File: src/rtl/quad_step_decoder.sv
// Purpose: decode a 2-bit Gray-coded sequencer state stream into forward and
//          reverse step pulses, a wrapping position count and a direction flag.
// Latency: 1 cycle from the sampled code to the pulse and position update.
// Backpressure: none; en=0 freezes decoding, clr resyncs and clears the fault.
//
// Ports:
//   clk      rising-edge system clock
//   rst      asynchronous active-low reset
//   en       sample enable; low freezes all tracking state
//   clr      synchronous clear of err, returning to resync (pos/dir kept)
//   code     2-bit Gray code from the sequencer
//   step_fwd one-cycle pulse per forward step
//   step_rev one-cycle pulse per reverse step
//   dir      direction of the last valid step (1 = forward)
//   pos      step count, wraps mod 2^W
//   err      sticky illegal-transition flag
module quad_step_decoder #(
  parameter int W = 8
) (
  input  logic         clk,
  input  logic         rst,
  input  logic         en,
  input  logic         clr,
  input  logic [1:0]   code,
  output logic         step_fwd,
  output logic         step_rev,
  output logic         dir,
  output logic [W-1:0] pos,
  output logic         err
);

  localparam logic [1:0] ST_INIT  = 2'd0;
  localparam logic [1:0] ST_TRACK = 2'd1;
  localparam logic [1:0] ST_FAULT = 2'd2;

  localparam logic [W-1:0] POS_ONE = {{(W-1){1'b0}}, 1'b1};

  logic [1:0] state;
  logic [1:0] prev;

  // Forward order is 00 -> 01 -> 11 -> 10 -> 00.
  function automatic logic [1:0] fwd_of(input logic [1:0] c);
    logic [1:0] r;
    r = 2'b00;
    case (c)
      2'b00: r = 2'b01;
      2'b01: r = 2'b11;
      2'b11: r = 2'b10;
      default: r = 2'b00;
    endcase
    return r;
  endfunction

  function automatic logic [1:0] rev_of(input logic [1:0] c);
    logic [1:0] r;
    r = 2'b00;
    case (c)
      2'b00: r = 2'b10;
      2'b10: r = 2'b11;
      2'b11: r = 2'b01;
      default: r = 2'b00;
    endcase
    return r;
  endfunction

  always_ff @(posedge clk or negedge rst) begin
    if (!rst) begin
      state    <= ST_INIT;
      prev     <= 2'b00;
      pos      <= '0;
      dir      <= 1'b0;
      err      <= 1'b0;
      step_fwd <= 1'b0;
      step_rev <= 1'b0;
    end else begin
      // Pulses are single-cycle by construction: cleared unless re-asserted.
      step_fwd <= 1'b0;
      step_rev <= 1'b0;
      if (clr) begin
        // clr outranks en and any pending transition this cycle.
        err   <= 1'b0;
        state <= ST_INIT;
      end else if (en) begin
        case (state)
          ST_INIT: begin
            // Resync: take the current code as the reference, no step.
            prev  <= code;
            state <= ST_TRACK;
          end
          ST_TRACK: begin
            if (code == prev) begin
              // hold
            end else if (code == fwd_of(prev)) begin
              step_fwd <= 1'b1;
              pos      <= pos + POS_ONE;
              dir      <= 1'b1;
              prev     <= code;
            end else if (code == rev_of(prev)) begin
              step_rev <= 1'b1;
              pos      <= pos - POS_ONE;
              dir      <= 1'b0;
              prev     <= code;
            end else begin
              // Both bits changed: direction unknowable, so flag and freeze.
              err   <= 1'b1;
              state <= ST_FAULT;
              prev  <= code;
            end
          end
          ST_FAULT: begin
            // Keep following the code so a later clr resyncs cleanly.
            prev <= code;
          end
          default: begin
            state <= ST_INIT;
          end
        endcase
      end
    end
  end

endmodule

File: config.mk
export PLATFORM = sky130hd
export DESIGN_NAME = quad_step_decoder
export DESIGN_NICKNAME = d
export VERILOG_FILES = /design/src/rtl/quad_step_decoder.sv
export SDC_FILE = /design/constraint.sdc
export NUM_CORES = 1
export LEC_CHECK = 0
export ABC_AREA = 1
export BUFFER_PORTS_ARGS = -buffer_cell sky130_fd_sc_hd__buf_4
export CELL_PAD_IN_SITES_DETAIL_PLACEMENT = 2
export CELL_PAD_IN_SITES_GLOBAL_PLACEMENT = 2
export CORE_MARGIN = 1.5
export CORE_UTILIZATION = 29
export CTS_CLUSTER_DIAMETER = 100
export DETAILED_ROUTE_END_ITERATION = 8
export PLACE_DENSITY = 0.85
export SETUP_SLACK_MARGIN = 0.3
export SYNTH_ARGS = -nofsm -noshare
export SYNTH_HDL_FRONTEND = slang
export SYNTH_SLANG_ARGS = --single-unit
File: constraint.sdc
create_clock -name clk -period 1.9 [get_ports clk]
set_input_delay 0.38 -clock clk [delete_from_list [all_inputs] [get_ports clk]]
set_output_delay 0.38 -clock clk [all_outputs]
set_load 0.02 [all_outputs]
==> tab_implementation.tex, run 1 <==
\begin{tabular}{lr}
\hline
Metric & Value \\
\hline
\multicolumn{2}{l}{\textbf{Status}} \\
Outcome & finished, violations left \\
Violations in the final reports & setup timing \\
\multicolumn{2}{l}{\textbf{Detailed routing}} \\
Number of nets with antenna violations after detailed routing & 0 \\
Mean number of vias per cell & 4.90 \\
Number of detailed-route iterations in the first pass & 4 \\
1st-iter DRT viols & 29 \\
Via count & 1,182 \\
Routed wire length per instance & 20.7 µm \\
Total wire length after detailed routing & 4990 µm \\
Residual DRC & 0 \\
\multicolumn{2}{l}{\textbf{Die}} \\
Die width & 66.6 µm \\
I/O Pins & 18 \\
Area of the die & 4440 µm² \\
Total number of placement rows & 22 \\
Height of the die & 66.6 µm \\
Core Region & 3770 µm² \\
Starting density of the core & 0.311 \\
\multicolumn{2}{l}{\textbf{Global routing}} \\
Total Routing Usage GR & 0.231 \\
Wire length of the first global-routing pass & 7220 µm \\
Gr ovfl total & 0 \\
Largest net degree at the start of global routing & 17 \\
Number of global-route vias before repair & 1,328 \\
Number of antenna violations at the first check in global routing & 0 \\
\multicolumn{2}{l}{\textbf{Synthesis}} \\
Cell type with the highest aggregate area in the netlist & dfrtp\_1 \\
Cell area after synthesis & 1170 µm² \\
Library cells used by synthesis & 28 \\
Post-synthesis async set-or-reset flop share & 1.00 \\
Dominant synthesized flop cell & dfrtp\_1 \\
Post-synth EDFFs & 0 \\
Sequential share of the synthesized area & 0.341 \\
Mean cell area of the mapped netlist & 7.88 µm² \\
Largest cells by area after synthesis & dfrtp\_1, nand2\_1, inv\_1 \\
Warnings, synthesis & 0 \\
Number of instances in the synthesized netlist & 149 \\
Fraction of post-synthesis cell area in the top cell type by area & 0.341 \\
Register bit total from synthesis & 16 \\
Net count of the mapped netlist & 159 \\
\multicolumn{2}{l}{\textbf{Setup path}} \\
Launching point of the worst reg2reg path & prev[0] \\
Count of buffer and inverter cells on the critical path & 3 \\
Kind of end point of the critical path & flip-flop \\
Count of cells along the worst register-to-register path & 15 \\
Worst setup path category & flip-flop to flip-flop \\
Kind of launch point of the worst setup path & flip-flop \\
Worst endpoint data arrival time & 2.17 ns \\
Library cell appearing most often on the critical path & nand2\_1 \\
Levels on crit path & 15 \\
Critical path origin & prev[0] \\
Data required time at the worst endpoint & 2.11 ns \\
Chain of cells forming the critical path & inv\_2 > nand2\_2 > nand2\_4 > nand2\_8 > buf\_4 > buf\_4 > nand2\_4 > nand2\_2 > nor3\_2 > nor2\_2 > nand2\_1 > nand2\_1 > nand2\_1 > nand2\_1 > nand2\_1 \\
Slowest cell on crit path & dfrtp\_2 \\
Worst stage delay on the critical path & 0.45 ns \\
Reg2reg end & pos[7] \\
Family with the most delay on the worst path & simple AND/OR/NAND/NOR gates \\
Crit Path Max Fanout & 6 \\
Minimum setup slack among reg-to-reg paths & -0.06 ns \\
\multicolumn{2}{l}{\textbf{Placed design}} \\
Pre-CTS setup slack & -0.130 ns \\
Number of buffers inserted by port buffering & 17 \\
HPWL after detailed placement & 2920 µm \\
Final estimated routing congestion in global placement & 0.846 \\
Placement-stage cell area & 1490 µm² \\
\multicolumn{2}{l}{\textbf{Clock tree}} \\
Sink count of the clock tree & 16 \\
Number of H-tree levels & 1 \\
Total clock buffers created by CTS & 3 \\
Worst-Skew Late Latency & 0.27 ns \\
Clock slew seen by the registers of the worst setup and hold paths & 0.08 ns \\
Maximum clock path buffer count & 2 \\
TritonCTS clock tree & done \\
Clock tree root driver cell & clkbuf\_8 \\
\multicolumn{2}{l}{\textbf{Power and ir drop}} \\
Overall Power & 3.38 mW \\
Leakage power & 0.855 nW \\
Pwr Density & 1930 nW/µm² \\
Worst-case vdd ir drop & 0.000598 V \\
\multicolumn{2}{l}{\textbf{Flow run}} \\
Max cap viols & 0 \\
\multicolumn{2}{l}{\textbf{Hold path}} \\
Launch instance of the worst min-delay path & clr \\
Min-Delay Path Class & input port to flip-flop \\
Worst hold path cell count & 2 \\
Hold endpoint & err \\
\multicolumn{2}{l}{\textbf{STA}} \\
Final setup violation count & 2 \\
Final Max Tran Viols & 0 \\
Transition at the pin with the smallest max-transition slack & 0.392 ns \\
Final critical-path setup slack & -0.0617 ns \\
Final worst-path cycle share & 1.03 \\
Hold violation total from the final report & 0 \\
Final hold slack & 0.343 ns \\
Final worst clock skew & 0.00994 ns \\
Worst relative slew slack & 0.737 \\
Highest clock frequency the design can meet & 510 MHz \\
RSZ-0062 raised after global routing & yes \\
Fin crit period & 1.96 ns \\
\multicolumn{2}{l}{\textbf{Final layout}} \\
Net total in the final layout & 204 \\
Util after Layout & 0.464 \\
Fraction of layout cells with a size suffix above 1 & 0.508 \\
Post-synthesis to final-layout area growth & 48.9\% \\
Final antenna diode count & 0 \\
Post-Layout Inst Area & 1750 µm² \\
\hline
\end{tabular}
-- area by class of cell --
| type | count | area (µm²) |
|---|---|---|
| clock buffers | 4 | 55.1 |
| fillers | 411 | 2020 |
| inverters | 27 | 106 |
| multi-input cells | 105 | 795 |
| flip-flops and latches | 16 | 403 |
| well taps | 48 | 60.1 |
| repair buffers | 41 | 329 |
-- registers in the layout (all words and copies together), names as in the netlist --
signal	flops
dir	1
err	1
pos	8
prev	2
state	2
step_fwd	1
step_rev	1
-- layout by cell type (no fill, tap or decap), types with 2 or more instances in the layout --
master | Yosys | routed
buf_6 | 1 | 5
buf_4 | 0 | 35
a21oi_1 | 3 | 2
o21ai_1 | 1 | 2
nor2_1 | 12 | 8
xor2_1 | 2 | 2
nor2_4 | 0 | 2
o21ai_0 | 7 | 5
inv_1 | 25 | 20
nand3_2 | 1 | 4
nand2_4 | 7 | 8
ha_4 | 0 | 3
dfrtp_1 | 16 | 14
nand2_2 | 7 | 14
xnor2_1 | 3 | 3
nand3b_1 | 2 | 2
nand3_1 | 10 | 6
nor2_2 | 1 | 3
dfrtp_2 | 0 | 2
clkbuf_8 | 0 | 4
nand2_1 | 33 | 25
nor3_2 | 1 | 2
inv_2 | 2 | 6
-- synthesized netlist by cell type, types with 2 or more instances --
library cell	number
nand2_4	7
inv_1	25
a21oi_1	3
ha_1	4
inv_2	2
nand2_2	7
nor2_1	12
nand3b_1	2
nand3_1	10
nor3_1	2
xor2_1	2
nand2_1	33
o21bai_1	2
o21ai_0	7
dfrtp_1	16
xnor2_1	3
-- cell families (layout without fill, tap and decap cells) --
logic type | Yosys count | in the layout | synth area share
AND/OR/NAND/NOR | 80 | 80 | 0.391
flip-flops | 16 | 16 | 0.341
buffers and inverters | 28 | 72 | 0.0960
XOR/XNOR | 5 | 5 | 0.0373
adder cells (fa/ha/maj) | 4 | 4 | 0.0426
AO/OA/AOI/OAI | 16 | 16 | 0.0917
-- worst max path at each step --
stage / endpoint / slack (ns)
global placement: pos[6] / 0.02
detailed placement: pos[6] / -0.13
finish: pos[7] / -0.06
global route: pos[7] / -0.18
CTS: pos[6] / 0.01
floorplan: pos[6] / 0.19
-- power breakdown --
part	total, mW	switching [mW]	internal (mW)
sequential	0.668	0.191	0.477
clock	0.331	0.146	0.185
combinational	2.38	1.36	1.02
total	3.38	1.69	1.69
-- routing by layer --
metal,global-route usage,share of wire,vias to the layer above
met3,0.0473,0.024,7
met2,0.441,0.55,24
li1,-,-,549
met4,0.0663,0.015,0
met5,0,0,-
met1,0.255,0.41,602
-- worst register-to-register path, cell delays in order, from the launching register on --
cell	delay, ns
dfrtp_2	0.45
inv_2	0.08
nand2_2	0.06
nand2_4	0.11
nand2_8	0.10
buf_4	0.16
buf_4	0.13
nand2_4	0.07
nand2_2	0.11
nor3_2	0.19
nor2_2	0.09
nand2_1	0.10
nand2_1	0.06
nand2_1	0.08
nand2_1	0.05
nand2_1	0.05
-- per-stage QoR --
| stage | TNS (ns) | std cells |
|---|---|---|
| after floorplan | 0 | 149 |
| after global placement | 0 | 228 |
| after detailed placement | -0.246 | 228 |
| after CTS | 0 | 238 |
| after global routing | -0.295 | 241 |
| final | -0.0776 | 241 |
-- what timing repair did --
action / 4_1_cts / 5_1_grt
hold endpoints to repair: 16 / 0
resized for setup: 21 / 21
pin swaps: 10 / 4
setup buffers: 4 / 3
cloned: 1 / 0
hold buffers: 1 / 0
endpoints found under the setup margin: 12 / 14
Note: power is estimated with default switching activity, not from simulation.
==> run 2: changes to the inputs <==
--- a/config.mk
+++ b/config.mk
@@ -10,10 +10,10 @@
 export CELL_PAD_IN_SITES_DETAIL_PLACEMENT = 2
 export CELL_PAD_IN_SITES_GLOBAL_PLACEMENT = 2
 export CORE_MARGIN = 1.5
-export CORE_UTILIZATION = 29
+export CORE_UTILIZATION = 32
 export CTS_CLUSTER_DIAMETER = 100
 export DETAILED_ROUTE_END_ITERATION = 8
-export PLACE_DENSITY = 0.85
+export PLACE_DENSITY = 0.88
 export SETUP_SLACK_MARGIN = 0.3
 export SYNTH_ARGS = -nofsm -noshare
 export SYNTH_HDL_FRONTEND = slang
==> constraint.sdc (replaced) <==
create_clock -name clk -period 1.98 [get_ports clk]
set_input_delay 0.396 -clock clk [delete_from_list [all_inputs] [get_ports clk]]
set_output_delay 0.396 -clock clk [all_outputs]
set_load 0.02 [all_outputs]
==> tab_implementation.tex, run 2 (synthesis results as in run 1) <==
\begin{tabular}{lr}
\hline
Metric & Value \\
\hline
\multicolumn{2}{l}{\textbf{Status}} \\
Outcome & finished, violations left \\
Violations in the final reports & setup timing \\
\multicolumn{2}{l}{\textbf{Die}} \\
Core Region & 3420 µm² (-9.4\%) \\
I/O Pins & 18 (unchanged) \\
Area of the die & 4040 µm² (-9.0\%) \\
Starting density of the core & 0.344 (+0.0324) \\
Die width & 63.6 µm (-4.6\%) \\
Total number of placement rows & 21 (-4.5\%) \\
Height of the die & 63.6 µm (-4.6\%) \\
\multicolumn{2}{l}{\textbf{STA}} \\
Transition at the pin with the smallest max-transition slack & 0.403 ns (+0.0110 ns) \\
Aggregate negative setup slack & -0.0119 ns (+0.0657 ns) \\
RSZ-0062 raised after global routing & yes \\
Worst relative slew slack & 0.730 (-0.00739) \\
Final setup violation count & 1 (-1) \\
Fin crit period & 1.99 ns (+0.0302 ns) \\
Final Max Tran Viols & 0 (unchanged) \\
Final worst clock skew & 0.0120 ns (+0.00205 ns) \\
Final critical-path setup slack & -0.0119 ns (+0.0498 ns) \\
Final worst-path cycle share & 1.01 (-0.0265) \\
Hold violation total from the final report & 0 (unchanged) \\
Highest clock frequency the design can meet & 502 MHz (-1.5\%) \\
\multicolumn{2}{l}{\textbf{Global routing}} \\
Largest net degree at the start of global routing & 17 (unchanged) \\
Total Routing Usage GR & 0.215 (-0.0165) \\
Number of antenna violations at the first check in global routing & 0 (unchanged) \\
Wire length of the first global-routing pass & 6510 µm (-9.9\%) \\
Number of global-route vias before repair & 1,257 (-5.3\%) \\
Gr ovfl total & 0 (unchanged) \\
\multicolumn{2}{l}{\textbf{Setup path}} \\
Kind of end point of the critical path & flip-flop \\
Levels on crit path & 15 (unchanged) \\
Slowest cell on crit path & dfrtp\_1 \\
Launching point of the worst reg2reg path & prev[1] \\
Count of buffer and inverter cells on the critical path & 4 (+1) \\
Data required time at the worst endpoint & 2.21 ns (+0.10 ns) \\
Worst stage delay on the critical path & 0.47 ns (+0.02 ns) \\
Chain of cells forming the critical path & inv\_2 > nand2\_2 > nand2\_4 > nand2\_8 > nand2\_4 > nand2\_2 > inv\_2 > ha\_4 > inv\_2 > nand2\_4 > nor3b\_4 > buf\_4 > o21ai\_2 > nand2\_1 > o21ai\_1 \\
Crit Path Max Fanout & 5 (-1) \\
Critical path origin & prev[1] \\
Kind of launch point of the worst setup path & flip-flop \\
Count of cells along the worst register-to-register path & 15 (unchanged) \\
Worst setup path category & flip-flop to flip-flop \\
Worst endpoint data arrival time & 2.22 ns (+0.05 ns) \\
Family with the most delay on the worst path & simple AND/OR/NAND/NOR gates \\
\multicolumn{2}{l}{\textbf{Power and ir drop}} \\
Switching share of power & 0.525 (+0.0238) \\
Cell-internal power & 1.56 mW (-7.6\%) \\
Net switching power figure & 1.72 mW (+1.6\%) \\
Clk pwr share & 0.072 (-0.026) \\
Overall Power & 3.28 mW (-3.0\%) \\
Pwr Density & 1880 nW/µm² (-2.8\%) \\
Leakage power & 0.847 nW (-0.84\%) \\
Part of the total power dissipated in sequential elements & 0.196 (-0.002) \\
Portion of total power attributed to combinational logic & 0.731 (+0.027) \\
Worst-case vdd ir drop & 0.000683 V (+14\%) \\
\multicolumn{2}{l}{\textbf{Final layout}} \\
Util after Layout & 0.511 (+0.0475) \\
Net total in the final layout & 197 (-3.4\%) \\
Commonest non-fill, non-tap cells in the layout & nand2\_1, buf\_4, inv\_1 \\
Max reg flops & 8 (unchanged) \\
Most frequent standard cell in the layout excluding fill and tap cells & nand2\_1 \\
Largest register by flop count & pos \\
Number of fill cells in the layout & 381 (-7.3\%) \\
Fraction of layout cells with a size suffix above 1 & 0.495 (-0.0131) \\
Largest regs & pos (8), prev (2), state (2) \\
Post-synthesis to final-layout area growth & 48.7\% \\
Number of standard cells in the layout, taps in and fillers out & 232 (-3.7\%) \\
Final antenna diode count & 0 (unchanged) \\
\multicolumn{2}{l}{\textbf{Hold path}} \\
Min-Delay Path Class & input port to flip-flop \\
Worst hold path cell count & 2 (unchanged) \\
Launch instance of the worst min-delay path & clr \\
\multicolumn{2}{l}{\textbf{Clock tree}} \\
Maximum clock path buffer count & 2 (unchanged) \\
Number of H-tree levels & 1 (unchanged) \\
Clock tree root driver cell & clkbuf\_4 \\
Total clock buffers created by CTS & 3 (unchanged) \\
Clock slew seen by the registers of the worst setup and hold paths & 0.12 ns (+0.04 ns) \\
Sink count of the clock tree & 16 (unchanged) \\
TritonCTS clock tree & done \\
Worst-Skew Late Latency & 0.31 ns (+0.04 ns) \\
\multicolumn{2}{l}{\textbf{Detailed routing}} \\
Mean number of vias per cell & 5.10 (+4.0\%) \\
Total wire length after detailed routing & 5410 µm (+8.4\%) \\
Number of detailed-route iterations in the first pass & 4 (unchanged) \\
Number of nets with antenna violations after detailed routing & 0 (unchanged) \\
Routed wire length per instance & 23.3 µm (+13\%) \\
1st-iter DRT viols & 33 (+14\%) \\
Residual DRC & 0 (unchanged) \\
Via count & 1,183 (+0.085\%) \\
\multicolumn{2}{l}{\textbf{Placed design}} \\
HPWL after detailed placement & 2680 µm (-8.1\%) \\
Final estimated routing congestion in global placement & 0.840 (-0.74\%) \\
Pre-CTS setup slack & -0.0724 ns (+0.0574 ns) \\
Cells after DPL & 214 (-6.1\%) \\
Number of buffers inserted by port buffering & 17 (unchanged) \\
\multicolumn{2}{l}{\textbf{Flow run}} \\
Max cap viols & 0 (unchanged) \\
\hline
\end{tabular}
==> run 2: changes by cell type in the layout (fill, tap and decap cells not counted), sizes merged <==
cell  previous run  this run
buf             40        33
==> run 2: worst paths after layout <==
| check | endpoint | slack, ns |
|---|---|---|
| max | pos[4] | -0.01 |
| min | err | 0.33 |
| max reg2reg | pos[4] | -0.01 |
| min reg2reg | err | 0.55 |
| max in group asynchronous | prev[0] | 1.25 |
| min in group asynchronous | pos[1] | 0.51 |
==> run 2: per-layer routing <==
layer,GRT usage,up-vias,wire length [µm]
met3,0.0411,20,208
li1,-,541,-
met4,0.0408,0,255
met5,0,-,0
met1,0.237,582,2120
met2,0.421,40,2830
==> run 2: layout make-up <==
type                       count  area (µm²)  share of cell area
inverter                      27         109              0.0624
tap                           46        57.6              0.0330
sequential                    16         400               0.229
clock buffer                   4        36.3              0.0208
timing repair buffer          34         295               0.169
multi-input combinational    105         847               0.485
==> run 2: power by group through the flow <==
stage	logic, mW	clock network (mW)	registers (mW)
after floorplan	1.03	0	0.702
after global placement	1.49	0	0.603
after detailed placement	1.60	0	0.618
after CTS	1.79	0.245	0.615
after global routing	2.55	0.263	0.660
final	2.40	0.237	0.643
==> run 2: what timing repair did <==
| action | CTS | global route |
|---|---|---|
| endpoints found under the hold margin | 16 | 0 |
| hold buffers | 1 | 0 |
| pin swaps | 8 | 14 |
| setup endpoints to repair | 8 | 13 |
| resized for setup | 10 | 49 |
| buffers inserted | 6 | 6 |
| cloned | 0 | 1 |
==> run 2: stage by stage <==
step,hold slack [ns],area [µm²]
6_report,0.331,1750
3_3_place_gp,0.275,1390
2_1_floorplan,0.100,1190
4_1_cts,0.330,1510
3_5_place_dp,0.282,1390
5_1_grt,0.319,1750
==> run 3: changes to the inputs <==
==> constraint.sdc (replaced) <==
create_clock -name clk -period 1.98 [get_ports clk]
set_input_delay 0.198 -clock clk [delete_from_list [all_inputs] [get_ports clk]]
set_output_delay 0.198 -clock clk [all_outputs]
set_load 0.02 [all_outputs]
==> tab_implementation.tex, run 3 (synthesis results as in run 1) <==
\begin{tabular}{lr}
\hline
Metric & Value \\
\hline
\multicolumn{2}{l}{\textbf{Die}} \\
Total number of placement rows & 21 (unchanged) \\
Core Region & 3420 µm² (unchanged) \\
I/O Pins & 18 (unchanged) \\
Starting density of the core & 0.344 (unchanged) \\
Height of the die & 63.6 µm (unchanged) \\
Die width & 63.6 µm (unchanged) \\
Area of the die & 4040 µm² (unchanged) \\
\multicolumn{2}{l}{\textbf{Final layout}} \\
Max reg flops & 8 (unchanged) \\
Most frequent standard cell in the layout excluding fill and tap cells & buf\_4 \\
Largest regs & pos (8), prev (2), state (2) \\
Net total in the final layout & 201 (+2.0\%) \\
Final antenna diode count & 0 (unchanged) \\
Area used by multi-input combinational logic & 867 µm² (+2.4\%) \\
Largest register by flop count & pos \\
Sequential cell area in the final layout & 400 µm² (unchanged) \\
Commonest non-fill, non-tap cells in the layout & buf\_4, nand2\_1, inv\_1 \\
Post-synthesis to final-layout area growth & 51.9\% \\
Number of fill cells in the layout & 374 (-1.8\%) \\
Fraction of layout cells with a size suffix above 1 & 0.500 (+0.00538) \\
Util after Layout & 0.522 (+0.0110) \\
\multicolumn{2}{l}{\textbf{STA}} \\
Final worst-path cycle share & 1.03 (+0.0214) \\
Final Max Tran Viols & 0 (unchanged) \\
Final critical-path setup slack & -0.0542 ns (-0.0423 ns) \\
Final setup violation count & 2 (+1) \\
Highest clock frequency the design can meet & 492 MHz (-2.1\%) \\
Aggregate negative setup slack & -0.0702 ns (-0.0583 ns) \\
Final worst clock skew & 0.0249 ns (+0.0129 ns) \\
Final hold slack & 0.133 ns (-0.198 ns) \\
Fin crit period & 2.03 ns (+0.0423 ns) \\
RSZ-0062 raised after global routing & yes \\
Transition at the pin with the smallest max-transition slack & 0.358 ns (-0.0451 ns) \\
Worst relative slew slack & 0.760 (+0.0302) \\
Hold violation total from the final report & 0 (unchanged) \\
\multicolumn{2}{l}{\textbf{Global routing}} \\
Total Routing Usage GR & 0.205 (-0.00945) \\
Gr ovfl total & 0 (unchanged) \\
Wire length of the first global-routing pass & 6280 µm (-3.5\%) \\
Number of global-route vias before repair & 1,299 (+3.3\%) \\
Number of antenna violations at the first check in global routing & 0 (unchanged) \\
Largest net degree at the start of global routing & 17 (unchanged) \\
\multicolumn{2}{l}{\textbf{Power and ir drop}} \\
Portion of total power attributed to combinational logic & 0.742 (+0.011) \\
Cell-internal power & 1.65 mW (+6.0\%) \\
Part of the total power dissipated in sequential elements & 0.188 (-0.008) \\
Switching share of power & 0.516 (-0.00948) \\
Worst-case vdd ir drop & 0.000749 V (+9.6\%) \\
Net switching power figure & 1.76 mW (+2.1\%) \\
Leakage power & 0.851 nW (+0.37\%) \\
Pwr Density & 1910 nW/µm² (+1.8\%) \\
Clk pwr share & 0.069 (-0.003) \\
\multicolumn{2}{l}{\textbf{Clock tree}} \\
Number of H-tree levels & 1 (unchanged) \\
Clock tree root driver cell & clkbuf\_4 \\
Sink count of the clock tree & 16 (unchanged) \\
Maximum clock path buffer count & 2 (unchanged) \\
TritonCTS clock tree & done \\
Total clock buffers created by CTS & 3 (unchanged) \\
Worst-Skew Late Latency & 0.32 ns (about the same) \\
Clock slew seen by the registers of the worst setup and hold paths & 0.12 ns (about the same) \\
\multicolumn{2}{l}{\textbf{Detailed routing}} \\
1st-iter DRT viols & 29 (-12\%) \\
Routed met3 length & 146 µm (-30\%) \\
Number of nets with antenna violations after detailed routing & 0 (unchanged) \\
Highest layer used for signal routing & met4 \\
Residual DRC & 0 (unchanged) \\
Total wire length after detailed routing & 5010 µm (-7.5\%) \\
Met1 layer wirelength in the final routing & 2130 µm (+0.66\%) \\
Routed wire length per instance & 21.2 µm (-9.1\%) \\
Mean number of vias per cell & 4.92 (-3.6\%) \\
Via count & 1,160 (-1.9\%) \\
Routed met2 length & 2600 µm (-8.2\%) \\
Number of detailed-route iterations in the first pass & 4 (unchanged) \\
\multicolumn{2}{l}{\textbf{Hold path}} \\
Worst hold path cell count & 2 (unchanged) \\
Min-Delay Path Class & input port to flip-flop \\
\multicolumn{2}{l}{\textbf{Placed design}} \\
Number of buffers inserted by port buffering & 17 (unchanged) \\
Final estimated routing congestion in global placement & 0.764 (-9.0\%) \\
Pre-CTS setup slack & 0.00323 ns (+0.0757 ns) \\
HPWL after detailed placement & 2490 µm (-7.2\%) \\
\multicolumn{2}{l}{\textbf{Setup path}} \\
Crit Path Max Fanout & 7 (+2) \\
Data required time at the worst endpoint & 2.21 ns (about the same) \\
Worst endpoint data arrival time & 2.26 ns (+0.04 ns) \\
Chain of cells forming the critical path & inv\_2 > nand2\_2 > nand2\_4 > nand2\_8 > ha\_4 > inv\_1 > nor3b\_4 > nand2\_2 > nand2\_2 > nand2\_2 > nand3\_2 > nand2\_1 \\
Library cell appearing most often on the critical path & nand2\_2 \\
Count of cells along the worst register-to-register path & 12 (-3) \\
Kind of launch point of the worst setup path & flip-flop \\
Worst stage delay on the critical path & 0.44 ns (-0.03 ns) \\
Kind of end point of the critical path & flip-flop \\
Slowest cell on crit path & dfrtp\_1 \\
Worst setup path category & flip-flop to flip-flop \\
\multicolumn{2}{l}{\textbf{Status}} \\
Outcome & finished, violations left \\
Violations in the final reports & setup timing \\
\multicolumn{2}{l}{\textbf{Flow run}} \\
Max cap viols & 0 (unchanged) \\
\hline
\end{tabular}
-- run 3: cell count changes in the layout (fill, tap and decap cells not counted), moves of 2 or more --
cell and change:
nand2_4 -2, nand3_4 +2, buf_8 -2, nand2_2 +2
buf_4 +3, o21ai_2 -3, inv_4 +2, buf_6 +2
-- run 3: timing repair --
action | in CTS | in global routing
setup endpoints to repair | 5 | 12
pin swaps | 13 | 16
hold buffers | 1 | 0
gates cloned | 0 | 1
hold endpoints to repair | 16 | 0
resized for setup | 13 | 42
setup buffers | 8 | 10
-- run 3: cell type report --
class | count | share of cell area
multi-input cells | 105 | 0.486
flip-flops and latches | 16 | 0.225
repair buffers | 38 | 0.177
inverters | 27 | 0.0596
well taps | 46 | 0.0323
clock buffers | 4 | 0.0204
-- run 3: worst paths after layout --
path | startpoint | end | slack, ns
setup / recovery | prev[1] | pos[6] | -0.05
hold / removal | clr | err | 0.13
setup reg to reg | prev[1] | pos[6] | -0.05
hold reg to reg | pos[7] | pos[7] | 0.53
max in group asynchronous | rst | pos[5] | 1.47
min in group asynchronous | rst | prev[1] | 0.28
-- run 3: power groups by stage --
stage                     logic, mW  clock network [mW]  registers [mW]
after floorplan                1.03                   0           0.702
after global placement         1.47                   0           0.602
after detailed placement       1.57                   0           0.613
after CTS                      1.82               0.248           0.624
after global routing           2.69               0.253           0.663
final                          2.53               0.236           0.642
-- run 3: routing by layer --
metal  global-route usage  vias to the layer above
met3               0.0482                       10
met2                0.393                       31
met4               0.0380                        0
met1                0.229                      570
li1                     -                      549
met5                    0                        -
-- run 3: stage by stage --
stage               cell area, µm²  total power [mW]  std cells
finish                        1780              3.41        236
global route                  1780              3.61        236
CTS                           1540              2.69        225
detailed placement            1370              2.18        212
global placement              1370              2.07        212
floorplan                     1190              1.73        149
-- run 3: worst max-delay path, delay by kind of cell, from the launching register on --
family                     cells  cell delay [ns]
buffers and inverters          2             0.19
and+or+nand+nor                9             1.00
adders and majority gates      1             0.30
DFF                            1             0.44
